$ cat config.mk
export PLATFORM = sky130hd
export DESIGN_NAME = mem_responder
export DESIGN_NICKNAME = d
export VERILOG_FILES = /design/src/rtl/mem_responder.sv
export SDC_FILE = /design/constraint.sdc
export NUM_CORES = 1
export LEC_CHECK = 0
export ABC_AREA = 1
export BUFFER_PORTS_ARGS = -buffer_cell sky130_fd_sc_hd__buf_2
export CORE_MARGIN = 3
export CORE_UTILIZATION = 52
export CTS_CLUSTER_SIZE = 40
export DETAILED_ROUTE_END_ITERATION = 10
export GPL_ROUTABILITY_DRIVEN = 0
export HOLD_SLACK_MARGIN = 0.05
export PLACE_DENSITY_LB_ADDON = 0.12
export SYNTH_ARGS = -nofsm -noshare
export SYNTH_HDL_FRONTEND = slang
export SYNTH_SLANG_ARGS = --single-unit
$ cat constraint.sdc
create_clock -name clk -period 1.6 [get_ports clk]
set_input_delay 0.08 -clock clk [delete_from_list [all_inputs] [get_ports clk]]
set_output_delay 0.08 -clock clk [all_outputs]
set_load 0.005 [all_outputs]
$ cat src/rtl/mem_responder.sv
// rtl/mem_responder.sv - serial-link memory-side responder: command deserializer, memory port, response serializer
module mem_responder #(
   parameter int                 IO_BITS        = 2,
   parameter int                 PAYLOAD_CYCLES = 8,
   parameter int                 RESP_DELAY     = 1,
   parameter logic [IO_BITS-1:0] START_SYMBOL   = 2'b01
) (
   input  logic               clk,
   input  logic               reset,
   input  logic [IO_BITS-1:0] rx_pins,
   output logic [IO_BITS-1:0] tx_pins,
   output logic [15:0]        mem_addr,
   output logic               mem_re,
   input  logic [15:0]        mem_rdata,
   output logic               mem_we,
   output logic [15:0]        mem_wdata,
   output logic [1:0]         mem_wmask,
   output logic               rx_busy,
   output logic               tx_busy,
   output logic               overflow,
   output logic               bad_cmd
);
   localparam int            CW        = $clog2(PAYLOAD_CYCLES);
   localparam logic [CW-1:0] LAST_FULL = CW'(PAYLOAD_CYCLES - 1);
   localparam logic [CW-1:0] LAST_HALF = CW'(PAYLOAD_CYCLES / 2 - 1);
   localparam logic [3:0]    WAIT_LAST = 4'(RESP_DELAY == 0 ? 0 : RESP_DELAY - 1);

   localparam logic [1:0] CMD_READ16  = 2'b00;
   localparam logic [1:0] CMD_WRITE16 = 2'b01;
   localparam logic [1:0] CMD_WRITE8  = 2'b10;
   localparam logic [1:0] CMD_RSVD    = 2'b11;

   typedef enum logic [1:0] {RX_IDLE, RX_CMD, RX_ADDR, RX_DATA} rx_state_t;
   typedef enum logic [1:0] {TX_IDLE, TX_WAIT, TX_START, TX_PAYLOAD} tx_state_t;
   localparam tx_state_t TX_FIRST = (RESP_DELAY == 0) ? TX_START : TX_WAIT;

   rx_state_t     rx_state, rx_next;
   logic [CW-1:0] rx_cnt;
   logic          armed;
   logic [1:0]    cmd;
   logic [15:0]   addr_sr, data_sr, addr_next, data_next;
   logic          rx_data_last;

   // Payloads arrive LSB pair first, so shift in from the top.
   assign addr_next    = {rx_pins, addr_sr[15:IO_BITS]};
   assign data_next    = {rx_pins, data_sr[15:IO_BITS]};
   assign rx_data_last = (rx_cnt == ((cmd == CMD_WRITE8) ? LAST_HALF : LAST_FULL));

   always_ff @(posedge clk) begin
      if (reset) rx_state <= RX_IDLE;
      else       rx_state <= rx_next;
   end

   always_comb begin
      rx_next = rx_state;
      case (rx_state)
         RX_IDLE: if (armed && rx_pins[0]) rx_next = RX_CMD;
         RX_CMD:  rx_next = RX_ADDR;
         RX_ADDR: if (rx_cnt == LAST_FULL)
                     rx_next = (cmd == CMD_WRITE16 || cmd == CMD_WRITE8) ? RX_DATA : RX_IDLE;
         RX_DATA: if (rx_data_last) rx_next = RX_IDLE;
         default: rx_next = RX_IDLE;
      endcase
   end

   always_ff @(posedge clk) begin
      if (reset) begin
         rx_cnt    <= '0;
         armed     <= 1'b0;
         cmd       <= '0;
         addr_sr   <= '0;
         data_sr   <= '0;
         mem_addr  <= '0;
         mem_re    <= 1'b0;
         mem_we    <= 1'b0;
         mem_wdata <= '0;
         mem_wmask <= '0;
         rx_busy   <= 1'b0;
         bad_cmd   <= 1'b0;
      end else begin
         mem_re  <= 1'b0;
         mem_we  <= 1'b0;
         rx_busy <= (rx_next != RX_IDLE);
         rx_cnt  <= (rx_next == rx_state) ? rx_cnt + 1'b1 : '0;
         if (rx_pins == '0) armed <= 1'b1;
         case (rx_state)
            RX_CMD: begin
               cmd <= rx_pins[1:0];
               if (rx_pins[1:0] == CMD_RSVD) bad_cmd <= 1'b1;
            end
            RX_ADDR: begin
               addr_sr <= addr_next;
               if (rx_cnt == LAST_FULL && cmd == CMD_READ16) begin
                  mem_re   <= 1'b1;
                  mem_addr <= addr_next;
               end
            end
            RX_DATA: begin
               data_sr <= data_next;
               if (rx_data_last) begin
                  mem_we   <= 1'b1;
                  mem_addr <= addr_sr;
                  if (cmd == CMD_WRITE8) begin
                     mem_wdata <= {data_next[15:8], data_next[15:8]};
                     mem_wmask <= addr_sr[0] ? 2'b10 : 2'b01;
                  end else begin
                     mem_wdata <= data_next;
                     mem_wmask <= 2'b11;
                  end
               end
            end
            default: ;
         endcase
      end
   end

   tx_state_t     tx_state, tx_next;
   logic [CW-1:0] tx_cnt;
   logic [3:0]    wait_cnt;
   logic [15:0]   shreg, pend_data;
   logic          pend_valid, capture, have_data, tx_done, tx_load;

   // A capture arriving while the transmitter takes new data bypasses the pending slot.
   assign have_data = pend_valid || capture;
   assign tx_done   = (tx_state == TX_PAYLOAD) && (tx_cnt == LAST_FULL);
   assign tx_load   = have_data && ((tx_state == TX_IDLE) || tx_done);

   always_ff @(posedge clk) begin
      if (reset) tx_state <= TX_IDLE;
      else       tx_state <= tx_next;
   end

   always_comb begin
      tx_next = tx_state;
      case (tx_state)
         TX_IDLE:    if (have_data) tx_next = TX_FIRST;
         TX_WAIT:    if (wait_cnt == WAIT_LAST) tx_next = TX_START;
         TX_START:   tx_next = TX_PAYLOAD;
         TX_PAYLOAD: if (tx_cnt == LAST_FULL) tx_next = have_data ? TX_FIRST : TX_IDLE;
         default:    tx_next = TX_IDLE;
      endcase
   end

   always_ff @(posedge clk) begin
      if (reset) begin
         capture    <= 1'b0;
         tx_cnt     <= '0;
         wait_cnt   <= '0;
         shreg      <= '0;
         pend_data  <= '0;
         pend_valid <= 1'b0;
         overflow   <= 1'b0;
         tx_busy    <= 1'b0;
         tx_pins    <= '0;
      end else begin
         capture  <= mem_re;
         tx_busy  <= (tx_next != TX_IDLE);
         wait_cnt <= (tx_state == TX_WAIT) ? wait_cnt + 1'b1 : '0;
         tx_cnt   <= (tx_state == TX_PAYLOAD) ? tx_cnt + 1'b1 : '0;
         if (tx_load) begin
            shreg      <= pend_valid ? pend_data : mem_rdata;
            pend_valid <= pend_valid && capture;
            if (capture) pend_data <= mem_rdata;
         end else begin
            if (tx_state == TX_PAYLOAD) shreg <= shreg >> IO_BITS;
            if (capture) begin
               if (pend_valid) begin
                  overflow <= 1'b1;
               end else begin
                  pend_valid <= 1'b1;
                  pend_data  <= mem_rdata;
               end
            end
         end
         // Output is registered from the next state, so tx_pins tracks tx_state cycle for cycle.
         case (tx_next)
            TX_START:   tx_pins <= START_SYMBOL;
            TX_PAYLOAD: tx_pins <= (tx_state == TX_START) ? shreg[IO_BITS-1:0]
                                                          : shreg[2*IO_BITS-1:IO_BITS];
            default:    tx_pins <= '0;
         endcase
      end
   end
endmodule

**Word-level counts from Yosys, hierarchy flattened**

Cells that the tools add are included.

- Bits in registers: 125
- Input port bits: 20
- Output and inout port bits: 42
- Logic and storage cells: 105

- Add/subtract/negate cells: 3
- Eq/ne operators: 17
- Mux-type cells: 29
- Bitwise logic cells: 6
- Reductions and logical operators: 27

Operators by type and width:

| cell | count |
|---|---|
| two-way mux 16 bit | 8 |
| one-hot mux 16 bit (2 select lines) | 1 |
| two-way mux 2 bit | 10 |
| equality test 2 bit, second input constant | 8 |
| one-hot mux 2 bit (4 select lines) | 2 |
| nonzero test 2 bit | 5 |
| OR reduction 2 bit | 5 |
| logical NOT 2 bit | 4 |
| two-way mux 8 bit | 1 |
| adder 3 x 1 -> 3 bit, second input constant | 2 |
| equality test 2 x 1 -> 1 bit, second input constant | 3 |
| equality test 3 bit, second input constant | 2 |
| NOT 1 bit | 6 |
| AND reduction 3 bit | 2 |
| logical AND 1 bit | 5 |
| two-way mux 1 bit | 5 |
| adder 4 x 1 -> 4 bit, second input constant | 1 |
| logical NOT 4 bit | 1 |
| != test 2 bit, second input constant | 2 |
| one-hot mux 2 bit (2 select lines) | 1 |
| AND reduction 2 bit | 2 |
| equality test 3 bit | 1 |
| logical OR 1 bit | 3 |
| two-way mux 3 bit | 1 |
| equality test 2 bit | 1 |

**Longest topological paths before layout**

- Depth after elaboration: 8
- Gate-level depth with buffers: 11
- Gate-level depth less buffers: 10

**Worst setup path before layout**

OpenSTA, ideal clock, no wires.

- Kind: reg-to-reg
- From: register cmd[0]
- To: register mem_wmask[0]
- Setup time: 0.116 ns
- Arrival: 1.430 ns
- Data required time: 1.484 ns
- Setup slack: 0.054 ns
- Cell stages (with the launch flop): 10
- Path buffers: 3
- Period minus slack after synthesis: 1.546 ns
- Cell sequence: dfxtp_1 inv_1 ha_1 buf_6 a21oi_1 nand3_2 buf_6 buf_12 nor3_2 nor2_1

- Word-level cells in the longest chain between the ends: 4
- Elaborated cells between the ends (all ways): 5
- Those cells by class: eq/ne: 2; mux: 2; reduce/logical: 1

Ends and longest elaborated chain:

| what | RTL line | RTL |
|---|---|---|
| start: declaration | 40 | `logic [1:0] cmd;` |
| start signal: assignment | 88 | `cmd <= rx_pins[1:0];` |
| equality test 2 bit * | 47, 103 |  |
| two-way mux 3 bit | 47 | `assign rx_data_last = (rx_cnt == ((cmd == CMD_WRITE8) ? LAST_HALF : LAST_FULL));` |
| equality test 3 bit | 47 |  |
| AND reduction 2 bit (no source line) | - |  |
| end signal: assignment | 105 | `mem_wmask <= addr_sr[0] ? 2'b10 : 2'b01;` |
| end: declaration | 17 | `output logic [1:0] mem_wmask,` |

Mark *: on every way between the ends. The rest lies on a longest branch, timed or not.
A chain may end at the register's enable or synchronous reset.

**Final worst setup path**

- From: register tx_cnt[0]
- To: register shreg[0]

- Word-level cells in the longest chain between the ends: 5
- Elaborated cells between the ends (all ways): 6
- Those cells by class: eq/ne: 1; mux: 1; reduce/logical: 4

Ends and longest elaborated chain:

| what | RTL line | RTL |
|---|---|---|
| start: declaration | 118 | `logic [CW-1:0] tx_cnt;` |
| start signal: assignment | 159 | `tx_cnt <= (tx_state == TX_PAYLOAD) ? tx_cnt + 1'b1 : '0;` |
| equality test 3 bit * | 125 | `assign tx_done = (tx_state == TX_PAYLOAD) && (tx_cnt == LAST_FULL);` |
| logical AND 1 bit * | 125 |  |
| logical OR 1 bit * | 126 | `assign tx_load = have_data && ((tx_state == TX_IDLE) \|\| tx_done);` |
| logical AND 1 bit * | 126 |  |
| two-way mux 16 bit or nonzero test 2 bit (tied branches) | - |  |
| end signal: assignment | 161 | `shreg <= pend_valid ? pend_data : mem_rdata;` |
| end signal: assignment | 165 | `if (tx_state == TX_PAYLOAD) shreg <= shreg >> IO_BITS;` |
| end: declaration | 120 | `logic [15:0] shreg, pend_data;` |

Marks and branches as above.

==> impl_metrics.env <==
export IMPL_ys_seq_area_share_pct=45.5
export IMPL_fin_setup_tns_ns=0
export IMPL_power_per_cell_area_nw_per_um2=1050
export IMPL_synthesis_yosys_warnings=0
export IMPL_timing_max_transition_violations_final=0
export IMPL_num_rows=36
export IMPL_die_h_um=108
export IMPL_critical_path_top_cell_by_count="sky130_fd_sc_hd__nand2_2"
export IMPL_final_net_count=884
export IMPL_area_of_combinational_cells_with_multiple_inputs_um2=2570
export IMPL_clock_skew_final_ns=0.00885
export IMPL_synth_distinct_cells=29
export IMPL_final_core_util_pct=69.5
export IMPL_initial_utilization_pct=54.3
export IMPL_worst_ep_arrival_time_ns=1.94
export IMPL_worstPathRequired_ns=1.99
export IMPL_final_common_cell="sky130_fd_sc_hd__nand2_1"
export IMPL_crit_fanout=7
export IMPL_rsz0062_at_grt="yes"
export IMPL_synth_top_cell_area_share_pct=45.5
export IMPL_grt_total_usage_pct=23.2
export IMPL_first_global_vias=4882
export IMPL_area_growth_synth_to_final_pct=27.9
export IMPL_clkSlewWorstSetupHoldPaths_ns=0.06
export IMPL_initialDrtViolationCount=264
export IMPL_cp_cell_sequence="ha_4, ha_4, nand2_2, nand2_2, nand3_4, inv_4, buf_6, nand2_2, nand2_1, nor2_1, nor2_1"
export IMPL_detailed_place_hpwl_um=8210
export IMPL_cts_htree_levels=4
export IMPL_min_path_type="input pin to flop"
export IMPL_final_hold_violation_count=0
export IMPL_syn_nets=802
export IMPL_ys_top_cells_by_area="sky130_fd_sc_hd__dfxtp_1 (46%), sky130_fd_sc_hd__nand2_1 (12%), sky130_fd_sc_hd__nor2_1 (9.9%)"
export IMPL_mostFrequentLayoutCells="sky130_fd_sc_hd__nand2_1 (170), sky130_fd_sc_hd__nor2_1 (137), sky130_fd_sc_hd__dfxtp_1 (119)"
export IMPL_numClockSinks=123
export IMPL_die_x_um=108
export IMPL_irDropWorstVdd_mv=0.766
export IMPL_firstDrtPassIters=5
export IMPL_syn_inst=774
export IMPL_timing_critical_path_slowest_cell_delay_ns=0.34
export IMPL_portBuffers=61
export IMPL_clock_fmax_mhz=646
export IMPL_route_antenna_remaining_nets=0
export IMPL_drc=0
export IMPL_drv_max_cap_violation_count=0
export IMPL_routed_wl_um=13400
export IMPL_grt_first_pass_wirelength_um=21900
export IMPL_grt_start_max_net_pins=69
export IMPL_ys_seq_elements=123
export IMPL_worst_skew_pair_late_latency_ns=0.51
export IMPL_core_region_area_um2=9950
export IMPL_seq_area_um2=2470
export IMPL_via_count_normalized_by_instance_count=5.14
export IMPL_antenna_cells=0
export IMPL_path_class="flop to flop"
export IMPL_mappedNetlistArea_um2=5410
export IMPL_cts_inserted_buffers=17
export IMPL_timing_max_slew_rel_slack_pct=69.0
export IMPL_final_fill_count=782
export IMPL_num_vias=5151
export IMPL_clk_root_buffer_cell="sky130_fd_sc_hd__clkbuf_8"
export IMPL_setup_viol=0
export IMPL_critPathLaunchType="flop"
export IMPL_detailedPlace_worstSlack_ns=-0.0506
export IMPL_dpl_cells=945
export IMPL_status="finished, final reports clean"
export IMPL_worst_path_max_delay_cell="sky130_fd_sc_hd__dfxtp_2"
export IMPL_min_period_over_period_pct=96.8
export IMPL_syn_area_per_cell_um2=6.99
export IMPL_cts_path_max_buffers=2
export IMPL_post_synth_top_area_cell="sky130_fd_sc_hd__dfxtp_1"
export IMPL_period_needed_ns=1.55
export IMPL_floorplan_die_area_um2=11700
export IMPL_final_instance_count_excl_fill=1002
export IMPL_critical_path_endpoint_type="flop"
export IMPL_design_power_total_w=0.00727
export IMPL_static_leakage_nw=3.17
export IMPL_post_route_cells_drive_above_1_share_pct=20.1
export IMPL_final_critical_path_setup_slack_ns=0.0513
export IMPL_pin_count=62
export IMPL_grt_antenna_before_repair=0
export IMPL_wl_per_cell_um=13.4
export IMPL_cts_tree="done"
export IMPL_grt_overflow_total=0
export IMPL_worst_slew_pin_slew_ns=0.459
[through the flow]
step	cell area, um^2	hold slack, ns
finish	6920	0.404
global route	6920	0.441
CTS	6720	0.373
detailed placement	5810	0.385
global placement	5810	0.372
floorplan	5410	0.236
[routing by layer]
metal / up-vias / track usage, % / routed length (um)
met4: 0 / 8.30 / 227
li1: 2595 / - / -
met2: 136 / 41.0 / 7050
met3: 22 / 5.55 / 560
met1: 2398 / 27.4 / 5560
met5: - / 0 / 0
[worst max-delay path: cells and delay by family, from the launching register on]
family	cells	cell delay [ns]
and+or+nand+nor	7	0.56
DFF	1	0.34
buffers and inverters	2	0.20
adders and majority gates	2	0.32
[timing repair]
| item | in CTS | in global routing |
|---|---|---|
| pin swaps | 3 | 8 |
| gates cloned | 1 | 1 |
| setup endpoints to repair | 17 | 50 |
| gates resized for setup | 14 | 53 |
| hold buffers | 19 | 0 |
| setup buffers | 4 | 0 |
| endpoints found under the hold margin | 52 | 0 |
[worst paths after layout]
check                    start  cells past startpoint  slack (ns)           end
hold / removal    mem_rdata[9]                      6        0.40  pend_data[9]
setup reg to reg     tx_cnt[0]                     11        0.05      shreg[0]
hold reg to reg      rx_cnt[0]                      1        0.43     rx_cnt[0]
setup / recovery     tx_cnt[0]                     11        0.05      shreg[0]
[where the power goes]
part | switching [W] | internal (W)
logic | 0.000179 | 0.000130
registers | 0.0000289 | 0.00310
clock network | 0.00141 | 0.00242
[Yosys cell counts]
master,count
sky130_fd_sc_hd__o21a_1,1
sky130_fd_sc_hd__inv_2,5
sky130_fd_sc_hd__clkbuf_1,17
sky130_fd_sc_hd__buf_1,3
sky130_fd_sc_hd__o21ai_0,94
sky130_fd_sc_hd__or2_1,1
sky130_fd_sc_hd__a31oi_1,3
sky130_fd_sc_hd__buf_4,5
sky130_fd_sc_hd__inv_4,2
sky130_fd_sc_hd__buf_6,6
sky130_fd_sc_hd__nor3_2,2
sky130_fd_sc_hd__a21oi_1,35
sky130_fd_sc_hd__a21oi_2,6
sky130_fd_sc_hd__nand2_1,178
sky130_fd_sc_hd__inv_1,75
sky130_fd_sc_hd__nor2_1,142
sky130_fd_sc_hd__dfxtp_1,123
sky130_fd_sc_hd__nand4_1,1
sky130_fd_sc_hd__nand3_1,37
sky130_fd_sc_hd__ha_1,8
sky130_fd_sc_hd__nor3_1,2
sky130_fd_sc_hd__buf_2,10
sky130_fd_sc_hd__nand3_2,3
sky130_fd_sc_hd__xnor2_1,1
sky130_fd_sc_hd__o21bai_1,1
sky130_fd_sc_hd__nor3b_1,2
sky130_fd_sc_hd__nand2_2,9
sky130_fd_sc_hd__nand2_4,1
sky130_fd_sc_hd__buf_12,1
[layout make-up]
cell class / count / share of cell area [%]
Timing Repair Buffer: 104 / 11.5
Inverter: 82 / 4.67
Clock inverter: 14 / 2.46
Multi-Input combinational cell: 528 / 37.1
Tap cell: 133 / 2.41
Sequential cell: 123 / 35.7
Clock buffer: 18 / 6.19
[sequential cells by signal (all words and copies together) (netlist names), 2 cells and up]
register / count
addr_sr: 16
mem_addr: 16
mem_wdata: 16
pend_data: 16
shreg: 16
data_sr: 14
wait_cnt: 4
rx_cnt: 3
tx_cnt: 3
cmd: 2
mem_wmask: 2
rx_state: 2
tx_pins: 2
tx_state: 2
[cell families after synthesis]
| family | count (synthesis) | synth area share, % |
|---|---|---|
| fa+ha+maj | 8 | 1.85 |
| compound gates | 140 | 13.5 |
| simple gates | 378 | 28.5 |
| flops | 123 | 45.5 |
| xor+xnor | 1 | 0.162 |
| buf+inv | 124 | 10.4 |
Note: power is estimated with default switching activity, not from simulation.
